<file path="config.mk">
export PLATFORM = sky130hd
export DESIGN_NAME = log2_arbiter
export DESIGN_NICKNAME = d
export VERILOG_FILES = /design/src/rtl/log2_arb_pkg.sv /design/src/rtl/log2_rr_pick.sv /design/src/rtl/log2_arbiter.sv
export SDC_FILE = /design/constraint.sdc
export NUM_CORES = 1
export LEC_CHECK = 0
export BUFFER_PORTS_ARGS = -buffer_cell sky130_fd_sc_hd__buf_2
export CAP_MARGIN = 20
export CORE_MARGIN = 8
export CORE_UTILIZATION = 31
export DETAILED_ROUTE_END_ITERATION = 7
export GPL_ROUTABILITY_DRIVEN = 0
export SLEW_MARGIN = 20
export SYNTH_ARGS = -nofsm -noshare
export SYNTH_HDL_FRONTEND = slang
export SYNTH_SLANG_ARGS = --single-unit
</file>
<file path="constraint.sdc">
create_clock -name clk -period 2.2 [get_ports clk]
set_input_delay 0.44 -clock clk [delete_from_list [all_inputs] [get_ports clk]]
set_output_delay 0.44 -clock clk [all_outputs]
set_load 0.02 [all_outputs]
</file>
<file path="src/rtl/log2_arb_pkg.sv">
// Shared types and constants for the log2 core arbiter.
package log2_arb_pkg;

  localparam int unsigned W_IN  = 8;
  localparam int unsigned W_OUT = 11;

  // Result reported for a zero operand; the core is bypassed.
  localparam logic [W_OUT-1:0] ZERO_RESULT = 11'h7FF;

  typedef enum logic [1:0] {
    IDLE = 2'd0,
    LOAD = 2'd1,
    RUN  = 2'd2,
    RESP = 2'd3
  } state_t;

endpackage

</file>
<file path="src/rtl/log2_rr_pick.sv">
// Round-robin picker: first asserted request after last_grant, wrapping to 0.
module log2_rr_pick #(
  parameter int unsigned N_REQ = 4,
  parameter int unsigned IDX_W = 2
) (
  input  logic [N_REQ-1:0] req,
  input  logic [IDX_W-1:0] last_grant,
  output logic [IDX_W-1:0] grant,
  output logic             any
);

  always_comb begin
    grant = '0;
    any   = 1'b0;
    for (int unsigned i = 1; i <= N_REQ; i++) begin
      if (!any && req[IDX_W'((32'(last_grant) + i) % N_REQ)]) begin
        grant = IDX_W'((32'(last_grant) + i) % N_REQ);
        any   = 1'b1;
      end
    end
  end

endmodule

</file>
<file path="src/rtl/log2_arbiter.sv">
// Shares one external log2X core among N_REQ requesters, one operation at a time,
// with round-robin grant, core restart/settle sequencing and per-owner response.
module log2_arbiter
  import log2_arb_pkg::*;
#(
  parameter int unsigned N_REQ = 4,
  parameter int unsigned LAT   = 40
) (
  input  logic                  clk,
  input  logic                  rst,
  input  logic [N_REQ-1:0]      req_valid,
  input  logic [W_IN*N_REQ-1:0] req_a,
  output logic [N_REQ-1:0]      req_ready,
  output logic [N_REQ-1:0]      rsp_valid,
  output logic [W_OUT-1:0]      rsp_o,
  input  logic [N_REQ-1:0]      rsp_ready,
  output logic                  core_rst,
  output logic [W_IN-1:0]       core_a,
  input  logic [W_OUT-1:0]      core_o,
  output logic                  busy
);

  localparam int unsigned IDX_W = (N_REQ > 1) ? $clog2(N_REQ) : 1;
  localparam int unsigned CNT_W = $clog2(LAT);

  state_t           state, state_next;
  logic [IDX_W-1:0] owner, last_grant, pick_grant;
  logic             pick_any, req_hs, rsp_hs;
  logic [CNT_W-1:0] cnt;
  logic [W_IN-1:0]  a_slice [N_REQ];

  for (genvar g = 0; g < N_REQ; g++) begin : g_slice
    assign a_slice[g] = req_a[g*W_IN +: W_IN];
  end

  log2_rr_pick #(
    .N_REQ (N_REQ),
    .IDX_W (IDX_W)
  ) u_pick (
    .req        (req_valid),
    .last_grant (last_grant),
    .grant      (pick_grant),
    .any        (pick_any)
  );

  always_ff @(posedge clk) begin
    if (!rst) state <= IDLE;
    else      state <= state_next;
  end

  // Next state and the combinational request/response handshakes.
  always_comb begin
    state_next = state;
    req_ready  = '0;
    req_hs     = 1'b0;
    rsp_hs     = 1'b0;
    case (state)
      IDLE: begin
        if (rst && pick_any) begin
          req_ready  = N_REQ'(1) << pick_grant;
          req_hs     = req_valid[pick_grant];
          state_next = LOAD;
        end
      end
      LOAD: state_next = (core_a == '0) ? RESP : RUN;
      RUN: begin
        if (cnt == CNT_W'(LAT - 1)) state_next = RESP;
      end
      RESP: begin
        if (rsp_ready[owner]) begin
          rsp_hs     = 1'b1;
          state_next = IDLE;
        end
      end
      default: state_next = IDLE;
    endcase
  end

  // Datapath and registered status outputs.
  always_ff @(posedge clk) begin
    if (!rst) begin
      core_a     <= '0;
      owner      <= '0;
      last_grant <= IDX_W'(N_REQ - 1);
      cnt        <= '0;
      rsp_o      <= '0;
      core_rst   <= 1'b1;
      busy       <= 1'b0;
      rsp_valid  <= '0;
    end else begin
      core_rst  <= (state_next == LOAD);
      busy      <= (state_next != IDLE);
      rsp_valid <= (state_next == RESP) ? (N_REQ'(1) << owner) : '0;
      if (req_hs) begin
        core_a <= a_slice[pick_grant];
        owner  <= pick_grant;
      end
      case (state)
        LOAD: begin
          cnt <= '0;
          if (core_a == '0) rsp_o <= ZERO_RESULT;
        end
        RUN: begin
          cnt <= cnt + CNT_W'(1);
          if (state_next == RESP) rsp_o <= core_o;
        end
        RESP: begin
          if (rsp_hs) last_grant <= owner;
        end
        default: ;
      endcase
    end
  end

  // Grant and response vectors are never more than one-hot.
  always_ff @(posedge clk) begin
    if (rst) begin
      assert ($onehot0(req_ready));
      assert ($onehot0(rsp_valid));
    end
  end

endmodule

</file>
**After elaboration in Yosys (flattened, before gate mapping)**

Cells that the tools add are included.

- Register bits after elaboration: 37
- Bits of input ports: 53
- Word-level logic and storage cells: 84

- Add/subtract/negate cells: 5
- $lt $le $gt $ge: 7
- Eq/ne operators: 8
- Shift operators: 2
- Multiplexer cells: 38
- Bitwise gates (word level): 1
- Reduce and logical (&&, ||, !) cells: 14

Operators with widths:

| operator | count |
|---|---|
| two-way mux 11 bit | 2 |
| one-hot mux 11 bit (2 select lines) | 1 |
| < comparator 2 x 3 -> 1 bit (second input constant) | 6 |
| binary-select mux 8 bit (select 2 bit) | 1 |
| two-way mux 8 bit | 2 |
| two-way mux 1 bit | 15 |
| two-way mux 2 bit | 7 |
| binary-select mux 1 bit (select 2 bit) | 6 |
| one-hot mux 6 bit (2 select lines) | 1 |
| zero test 8 bit | 1 |
| two-way mux 4 bit | 2 |
| one-hot mux 2 bit (4 select lines) | 1 |
| << shifter 1 x 2 -> 4 bit (first input constant) | 2 |
| adder 6 x 1 -> 6 bit (second input constant) | 1 |
| equality test 2 bit (second input constant) | 3 |
| equality test 6 bit (second input constant) | 1 |
| adder 2 x 1 -> 2 bit (second input constant) | 2 |
| adder 2 bit (second input constant) | 2 |
| equality test 2 x 1 -> 1 bit (second input constant) | 2 |
| logical AND 1 bit | 4 |
| inequality test 2 bit (second input constant) | 2 |
| AND reduction 2 bit | 2 |
| nonzero test 2 bit | 2 |
| >= comparator 3 bit (second input constant) | 1 |
| other kinds (4) | 6 |

**Logic depth before layout (Yosys ltp)**

Gate-level depths: netlist (run 1).

- Depth in word-level cells: 19
- Gate-level depth with buffers: 9

**By module**

Synthesis (run 1) repeated with hierarchy kept, for this count alone.

- Cell total of the unflattened synthesis: 177
- Area, all modules: 1900.6 sq um

Modules (own cells, without submodules):

| module | times used | cells each | area each (sq um) | sequential area each (sq um) |
|---|---|---|---|---|
| log2_arbiter | 1 | 163 | 1809.2 | 740.7 |
| log2_rr_pick | 1 | 14 | 91.3 | 0.0 |

**Least setup slack after synthesis (run 1)**

OpenSTA, ideal clock, no wires.

- Kind: input port to output port
- Start point: input port req_valid[1]
- End point: output port req_ready[0]
- Arrival time: 1.802 ns
- Required time: 1.760 ns
- Path slack: -0.042 ns
- Cell stages on the path: 5
- Path through: nand2b_1 -> o22ai_1 -> nor2_1 -> buf_2 -> nor3_1

- Longest elaborated chain between the ends: 15
- Elaborated cells on any way between the ends: 26

Ends and longest elaborated chain:

| element | line | source |
|---|---|---|
| from (decl) | log2_arbiter.sv:11 | `input logic [N_REQ-1:0] req_valid,` |
| binary-select mux 1 bit (select 2 bit) | log2_rr_pick.sv:16 | `if (!any && req[IDX_W'((32'(last_grant) + i) % N_REQ)]) begin` |
| two-way mux 1 bit (implied by the code) | log2_rr_pick.sv:16 |  |
| two-way mux 1 bit | log2_rr_pick.sv:16 |  |
| zero test 1 bit | log2_rr_pick.sv:16 |  |
| logical AND 1 bit | log2_rr_pick.sv:16 |  |
| two-way mux 1 bit | log2_rr_pick.sv:16 |  |
| zero test 1 bit | log2_rr_pick.sv:16 |  |
| logical AND 1 bit | log2_rr_pick.sv:16 |  |
| two-way mux 1 bit | log2_rr_pick.sv:16 |  |
| zero test 1 bit | log2_rr_pick.sv:16 |  |
| logical AND 1 bit | log2_rr_pick.sv:16 |  |
| two-way mux 2 bit or two-way mux 1 bit (tied branches) | log2_rr_pick.sv:16 |  |
| << shifter 1 x 2 -> 4 bit or logical AND 1 bit (tied branches) | log2_arbiter.sv:60, log2_arbiter.sv:59 |  |
| two-way mux 4 bit * | log2_arbiter.sv:59 | `if (rst && pick_any) begin` |
| two-way mux 4 bit * | log2_arbiter.sv:57 | `case (state)` |
| to (decl) | log2_arbiter.sv:13 | `output logic [N_REQ-1:0] req_ready,` |

Every way passes the cells marked *; elsewhere a longest branch is shown, timed or not. The select of a mux whose other input is x is not followed.

**Worst setup path after layout (run 1)**

- Start point: register last_grant[0]
- End point: output port req_ready[0]

- Longest elaborated chain between the ends: 16
- Elaborated cells on any way between the ends: 30

Ends and longest elaborated chain:

| element | line | source |
|---|---|---|
| from (decl) | log2_arbiter.sv:27 | `logic [IDX_W-1:0] owner, last_grant, pick_grant;` |
| from (signal assigned) | log2_arbiter.sv:84 | `last_grant <= IDX_W'(N_REQ - 1);` |
| from (signal assigned) | log2_arbiter.sv:108 | `if (rsp_hs) last_grant <= owner;` |
| adder 2 x 1 -> 2 bit | log2_rr_pick.sv:16, log2_rr_pick.sv:17 |  |
| binary-select mux 1 bit (select 2 bit) | log2_rr_pick.sv:16 |  |
| two-way mux 1 bit (implied by the code) | log2_rr_pick.sv:16 |  |
| two-way mux 1 bit | log2_rr_pick.sv:16 |  |
| zero test 1 bit | log2_rr_pick.sv:16 |  |
| logical AND 1 bit | log2_rr_pick.sv:16 |  |
| two-way mux 1 bit | log2_rr_pick.sv:16 |  |
| zero test 1 bit | log2_rr_pick.sv:16 |  |
| logical AND 1 bit | log2_rr_pick.sv:16 |  |
| two-way mux 1 bit | log2_rr_pick.sv:16 |  |
| zero test 1 bit | log2_rr_pick.sv:16 |  |
| logical AND 1 bit | log2_rr_pick.sv:16 |  |
| two-way mux 2 bit or two-way mux 1 bit (tied branches) | log2_rr_pick.sv:16 |  |
| << shifter 1 x 2 -> 4 bit or logical AND 1 bit (tied branches) | log2_arbiter.sv:60, log2_arbiter.sv:59 |  |
| two-way mux 4 bit * | log2_arbiter.sv:59 |  |
| two-way mux 4 bit * | log2_arbiter.sv:57 |  |

Marked as above.

==> impl_metrics.toml, run 1 <==
[setup_path]
cp_max_fo = 4
startpoint_type = "register"
worstPathRequired_ps = 1760
crit_arrival_ps = 1610
end_kind = "output port"
critical_path_class = "register to output port"

[synthesis]
synth_top_area_share = 0.360
synth-edff-count = 0
yosysWarnings = 0
seq_area_frac_synth = 0.360
yosys.cell_types.count = 41
ys_seq_elements = 37
synth_area_um2 = 2060
yosysTopAreaCell = "dfxtp_1"
syn_area_per_cell_um2 = 8.32
synthFlopType = "dfxtp_1"
async_reset_ff_frac = 0
synthesis.nets = 305
yosys-top-cells-area = "dfxtp_1 36%, o21a_1 6.2%, a211oi_1 5.8%"
postSynthCellCount = 247

[floorplan]
core_area_um2 = 6390
dieArea_um2 = 9490
initial_core_util = 0.322
ios = 82
rows = 29
die_x_um = 97.4
dieHeight_um = 97.4

[power_and_ir_drop]
ir_drop_mv = 0.458
p_leak_nw = 1.13
power.density_nw_per_um2 = 957

[placed_design]
detailedPlace.worstSlack_ps = -24.1
port_buffers = 81
hpwl_mm = 4.76

[global_route]
overflow = 0
grt_first_pass_wirelength_mm = 10.3
gr-usage-met2 = 0.210
gr-usage-met1 = 0.157
groute.layer.met3.usage = 0.0398
grt_max_degree = 25
antenna_found_initial = 0
grt-busiest-layer = "met2"
first_global_vias = 2133
track_usage = 0.128

[timing]
drv_slew = 0
setup_violations = 0
tightest_slew_ps = 601
clock_skew_ps = 7.44
hold_viol = 0
period_minus_slack_ps = 2050
max_slew_margin = 0.593
setup_tns_ps = 0
finalCritPeriodShare = 0.933
fmax_mhz = 487
setup_slack_ps = 148

[drt]
detail_route.first_pass.iterations = 4
routedWlPerCell_um = 15.5
dr_total_vias = 2184
wl_mm = 6.36
via_per_inst = 5.31
ant_nets = 0
drt_iter0_markers = 79
drc_errors = 0

[clocking]
cts_tree = "yes"
cts-buffers-inserted = 5
clock-root-buffer = "clkbuf_8"
cts.sinks = 37
ctsHoldBuffers = 0
path_clk_slew_ps = 70
cts_buffer_depth = 2
clkLatencyLatePin_ps = 290
htree_levels = 2

[cells_and_area]
final_common_cell = "buf_2"
fillers = 673
diodes = 0
drive_gt1_frac = 0.347
final_cell_mix = "82 x buf_2, 35 x dfxtp_1, 27 x nor2_1"
layout.nets = 392
area_growth_pct = 32.6

[status]
status = "finished clean"

[worst_hold_path]
hold_class = "input port to register"

[run]
max_cap_viol_count = 0
-- cell type report --
| type | instances | area [um^2] | share of cell area |
|---|---|---|---|
| well taps | 77 | 96.3 | 0.0353 |
| clock buffers | 7 | 86.3 | 0.0317 |
| multi-input cells | 174 | 1180 | 0.434 |
| inverters | 16 | 62.6 | 0.0229 |
| flip-flops and latches | 37 | 746 | 0.274 |
| repair buffers | 100 | 553 | 0.203 |
-- cells in the mapped netlist, types with 3 or more instances --
| master | count |
|---|---|
| o21ai_0 | 8 |
| o41ai_1 | 11 |
| nor3b_1 | 3 |
| nand3_1 | 14 |
| nand2_1 | 9 |
| a311oi_1 | 11 |
| buf_2 | 5 |
| xor2_1 | 3 |
| dfxtp_1 | 37 |
| nor2_1 | 27 |
| o31ai_1 | 8 |
| a211oi_1 | 16 |
| clkbuf_1 | 12 |
| nand2b_1 | 4 |
| a21oi_1 | 8 |
| nor3_1 | 5 |
| ha_1 | 5 |
| inv_1 | 16 |
| o21a_1 | 17 |
-- state kept, by name, summed over array words and instances, names as in the netlist --
| register | cells |
|---|---|
| rsp_o | 11 |
| core_a | 8 |
| cnt | 6 |
| rsp_valid | 4 |
| last_grant | 2 |
| owner | 2 |
| state | 2 |
| busy | 1 |
| core_rst | 1 |
-- through the flow --
step | instances | utilization | area, um^2 | hold WS, ps | total power [mW]
2_1_floorplan | 247 | - | 2060 | 453 | 1.65
4_1_cts | 408 | 0.419 | 2670 | 475 | 2.54
5_1_grt | 411 | 0.427 | 2730 | 486 | 2.82
6_report | 411 | 0.427 | 2730 | 479 | 2.61
3_5_place_dp | 401 | 0.405 | 2590 | 473 | 2.05
3_3_place_gp | 401 | 0.405 | 2590 | 468 | 2.04
-- critical path, stage by stage (launching register included) --
cell and delay [ps]:
dfxtp_1 360, nor2b_1 70, o21ai_0 220, o311ai_1 240, nor3_1 240, buf_2 200
-- cells by family after synthesis --
logic type                 after synthesis  synth area share
AOI/OAI and AO/OA                       88             0.323
and+or+nand+nor                         75             0.180
DFF                                     37             0.360
buffers and inverters                   36            0.0730
adders and majority gates                5            0.0304
xor gates and xnor gates                 3            0.0128
muxes                                    3            0.0207
-- repair_timing --
action                                  4_1_cts  5_1_grt
endpoints found under the setup margin        0       11
buffers inserted                              0        2
gates resized for setup                       0       12
hold endpoints to repair                      0        0
-- power by group --
part | internal [mW] | switching (mW) | total, mW | leakage, nW
Sequential | 0.812 | 0.104 | 0.916 | 0.303
Clock | 0.249 | 0.235 | 0.483 | 0.0443
Combinational | 0.491 | 0.718 | 1.21 | 0.778
Total | 1.55 | 1.06 | 2.61 | 1.13
-- final timing paths --
kind	to	slack, ps	cells past startpoint	start
setup / recovery	req_ready[0]	150	5	last_grant[0]$_SDFFE_PN1P_
hold / removal	core_a[2]$_SDFFE_PN0P_	480	3	req_a[18]
hold reg to reg	rsp_o[3]$_SDFFE_PN0P_	480	2	rsp_o[3]$_SDFFE_PN0P_
setup reg to reg	rsp_o[0]$_SDFFE_PN0P_	150	9	state[0]$_SDFF_PN0_
-- layer usage --
metal | share of wire | wire (um)
met5 | 0 | 0
met4 | 0.0042 | 27
met3 | 0.058 | 372
met2 | 0.49 | 3120
met1 | 0.45 | 2850
No activity file was read; power rests on OpenSTA's default activity.
==> inputs of run 2 (changes only) <==
--- a/config.mk
+++ b/config.mk
@@ -8,9 +8,10 @@
 export BUFFER_PORTS_ARGS = -buffer_cell sky130_fd_sc_hd__buf_2
 export CAP_MARGIN = 20
 export CORE_MARGIN = 8
-export CORE_UTILIZATION = 31
+export CORE_UTILIZATION = 48
 export DETAILED_ROUTE_END_ITERATION = 7
 export GPL_ROUTABILITY_DRIVEN = 0
+export PLACE_DENSITY = 0.79
 export SLEW_MARGIN = 20
 export SYNTH_ARGS = -nofsm -noshare
 export SYNTH_HDL_FRONTEND = slang
==> run 2 against run 1 <==
  * Setup slack lost 14 ps
  * Wire length shrank 8.8%
  * Register-to-register slack is essentially flat
  * Critical path depth grew 3
  * Cell count shrank 6.8%
  * Clock power grew 26%
  * First-iteration DRC count grew 51%
  * Critical endpoint is now rsp_o[2]$_SDFFE_PN0P_
  * Largest cell class unchanged
  * Largest power group unchanged
  * Highest routed layer unchanged
==> impl_metrics.toml, run 2 (same netlist as run 1, synthesis figures left out) <==
[status]
status = "finished clean"

[setup_path]
cp_max_fo = 8
rr_endpoint = "rsp_o[2]$_SDFFE_PN0P_"
crit_arrival_ps = 2260
end_kind = "register"
r2r_slack_ps = 130
startpoint_type = "register"
worstPathRequired_ps = 2390
reg2reg_depth = 8
r2r-start = "state[1]$_SDFF_PN0_"
critical_path_class = "register to register"

[timing]
fmax_mhz = 484
period_minus_slack_ps = 2070
finalCritPeriodShare = 0.939
setup_violations = 0
hold-worst-slack_ps = 474
hold_viol = 0
rsz0062_at_grt = "false"
tightest_slew_ps = 473
drv_slew = 0
clock_skew_ps = 4.34
setup_slack_ps = 134
setup_tns_ps = 0
max_slew_margin = 0.679

[clocking]
cts_buffer_depth = 2
cts.sinks = 37
ctsHoldBuffers = 0
cts.repair.resized = 0
htree_levels = 2
cts-buffers-inserted = 5
path_clk_slew_ps = 70
postCtsSetupRepairBufs = 0
clkLatencyLatePin_ps = 290
cts_tree = "yes"
clock-root-buffer = "clkbuf_8"

[cells_and_area]
final_area_um2 = 2670
final_common_cell = "buf_2"
diodes = 0
area_growth_pct = 30.0
layout.nets = 388
post_layout_nonfiller_instances = 383
fillers = 381
final_cell_mix = "81 x buf_2, 37 x dfxtp_1, 26 x nor2_1"
multiInputGateArea_um2 = 1170
drive_gt1_frac = 0.329
seqCellArea_um2 = 741
largest_reg_flops = 11
reg_top3 = "rsp_o: 11 flops, core_a: 8 flops, cnt: 6 flops"
top_register = "rsp_o"

[floorplan]
dieHeight_um = 81.4
core_area_um2 = 4230
rows = 24
die_x_um = 81.4
ios = 82
dieArea_um2 = 6630
initial_core_util = 0.486

[drt]
dr_total_vias = 2166
detail_route.first_pass.iterations = 4
drt_iter0_markers = 119
wl_mm = 5.80
via_per_inst = 5.66
drc_errors = 0
routedWlPerCell_um = 15.2
ant_nets = 0

[power_and_ir_drop]
p_sw_frac = 0.388
internal_power_mw = 1.62
netSwitchingPower_mw = 1.03
p_leak_nw = 1.12
clock_power_share = 0.231
ir_drop_mv = 0.583
power.density_nw_per_um2 = 989
comb_power_share = 0.427
p_seq_frac = 0.342

[worst_hold_path]
min_delay_worst_endpoint = "core_a[5]$_SDFFE_PN0P_"
min_from = "req_a[21]"
hold_class = "input port to register"
whs_path_depth = 3

[placed_design]
detailedPlace.worstSlack_ps = 9.63
port_buffers = 81
postPlaceCellArea_um2 = 2550
hpwl_mm = 4.31
placedCellCount = 375

[global_route]
overflow = 0
first_global_vias = 2116
track_usage = 0.174
grt_max_degree = 25
grt_first_pass_wirelength_mm = 9.32
antenna_found_initial = 0

[run]
max_cap_viol_count = 0
## run 2: per-layer routing
layer  track usage  wire length (um)
met1         0.206              2480
met2         0.294              2950
met3        0.0328               246
met4        0.0875               127
met5             0                 0
## run 2: cell type report
class / instances / area share
clock buffers: 7 / 0.0323
clock inverters: 1 / 0.0112
inverters: 16 / 0.0225
multi-input cells: 174 / 0.439
flip-flops and latches: 37 / 0.277
well taps: 52 / 0.0243
repair buffers: 96 / 0.194
## run 2: critical path: stages, from the launching register on
cell,delay (ps)
dfxtp_1,330
inv_1,120
ha_2,260
and3b_1,190
a222oi_1,350
o21a_1,210
buf_4,170
o41ai_1,80
a311oi_1,240
## run 2: metrics by stage
stage | util | total power [mW]
6_report | 0.631 | 2.64
2_1_floorplan | - | 1.65
4_1_cts | 0.629 | 2.65
3_3_place_gp | 0.602 | 2.01
5_1_grt | 0.631 | 2.82
3_5_place_dp | 0.602 | 2.03
## run 2: worst max path at each step
| stage | cells after the start | endpoint | startpoint | slack (ps) |
|---|---|---|---|---|
| 4_1_cts | 7 | rsp_o[2]$_SDFFE_PN0P_ | state[1]$_SDFF_PN0_ | 30 |
| 5_1_grt | 7 | rsp_o[2]$_SDFFE_PN0P_ | cnt[0]$_SDFFE_PN0P_ | 2 |
| 3_5_place_dp | 6 | rsp_o[2]$_SDFFE_PN0P_ | req_valid[2] | 10 |
| 6_report | 8 | rsp_o[2]$_SDFFE_PN0P_ | state[1]$_SDFF_PN0_ | 130 |
| 2_1_floorplan | 5 | req_ready[0] | req_valid[1] | -40 |
| 3_3_place_gp | 6 | rsp_o[7]$_SDFFE_PN0P_ | req_valid[2] | 70 |
## run 2: power groups by stage
stage	registers [mW]	logic (mW)	clock network [mW]
6_report	0.904	1.13	0.610
5_1_grt	0.922	1.25	0.649
4_1_cts	0.904	1.12	0.624
3_5_place_dp	0.917	1.11	0
3_3_place_gp	0.915	1.10	0
2_1_floorplan	1.04	0.614	0
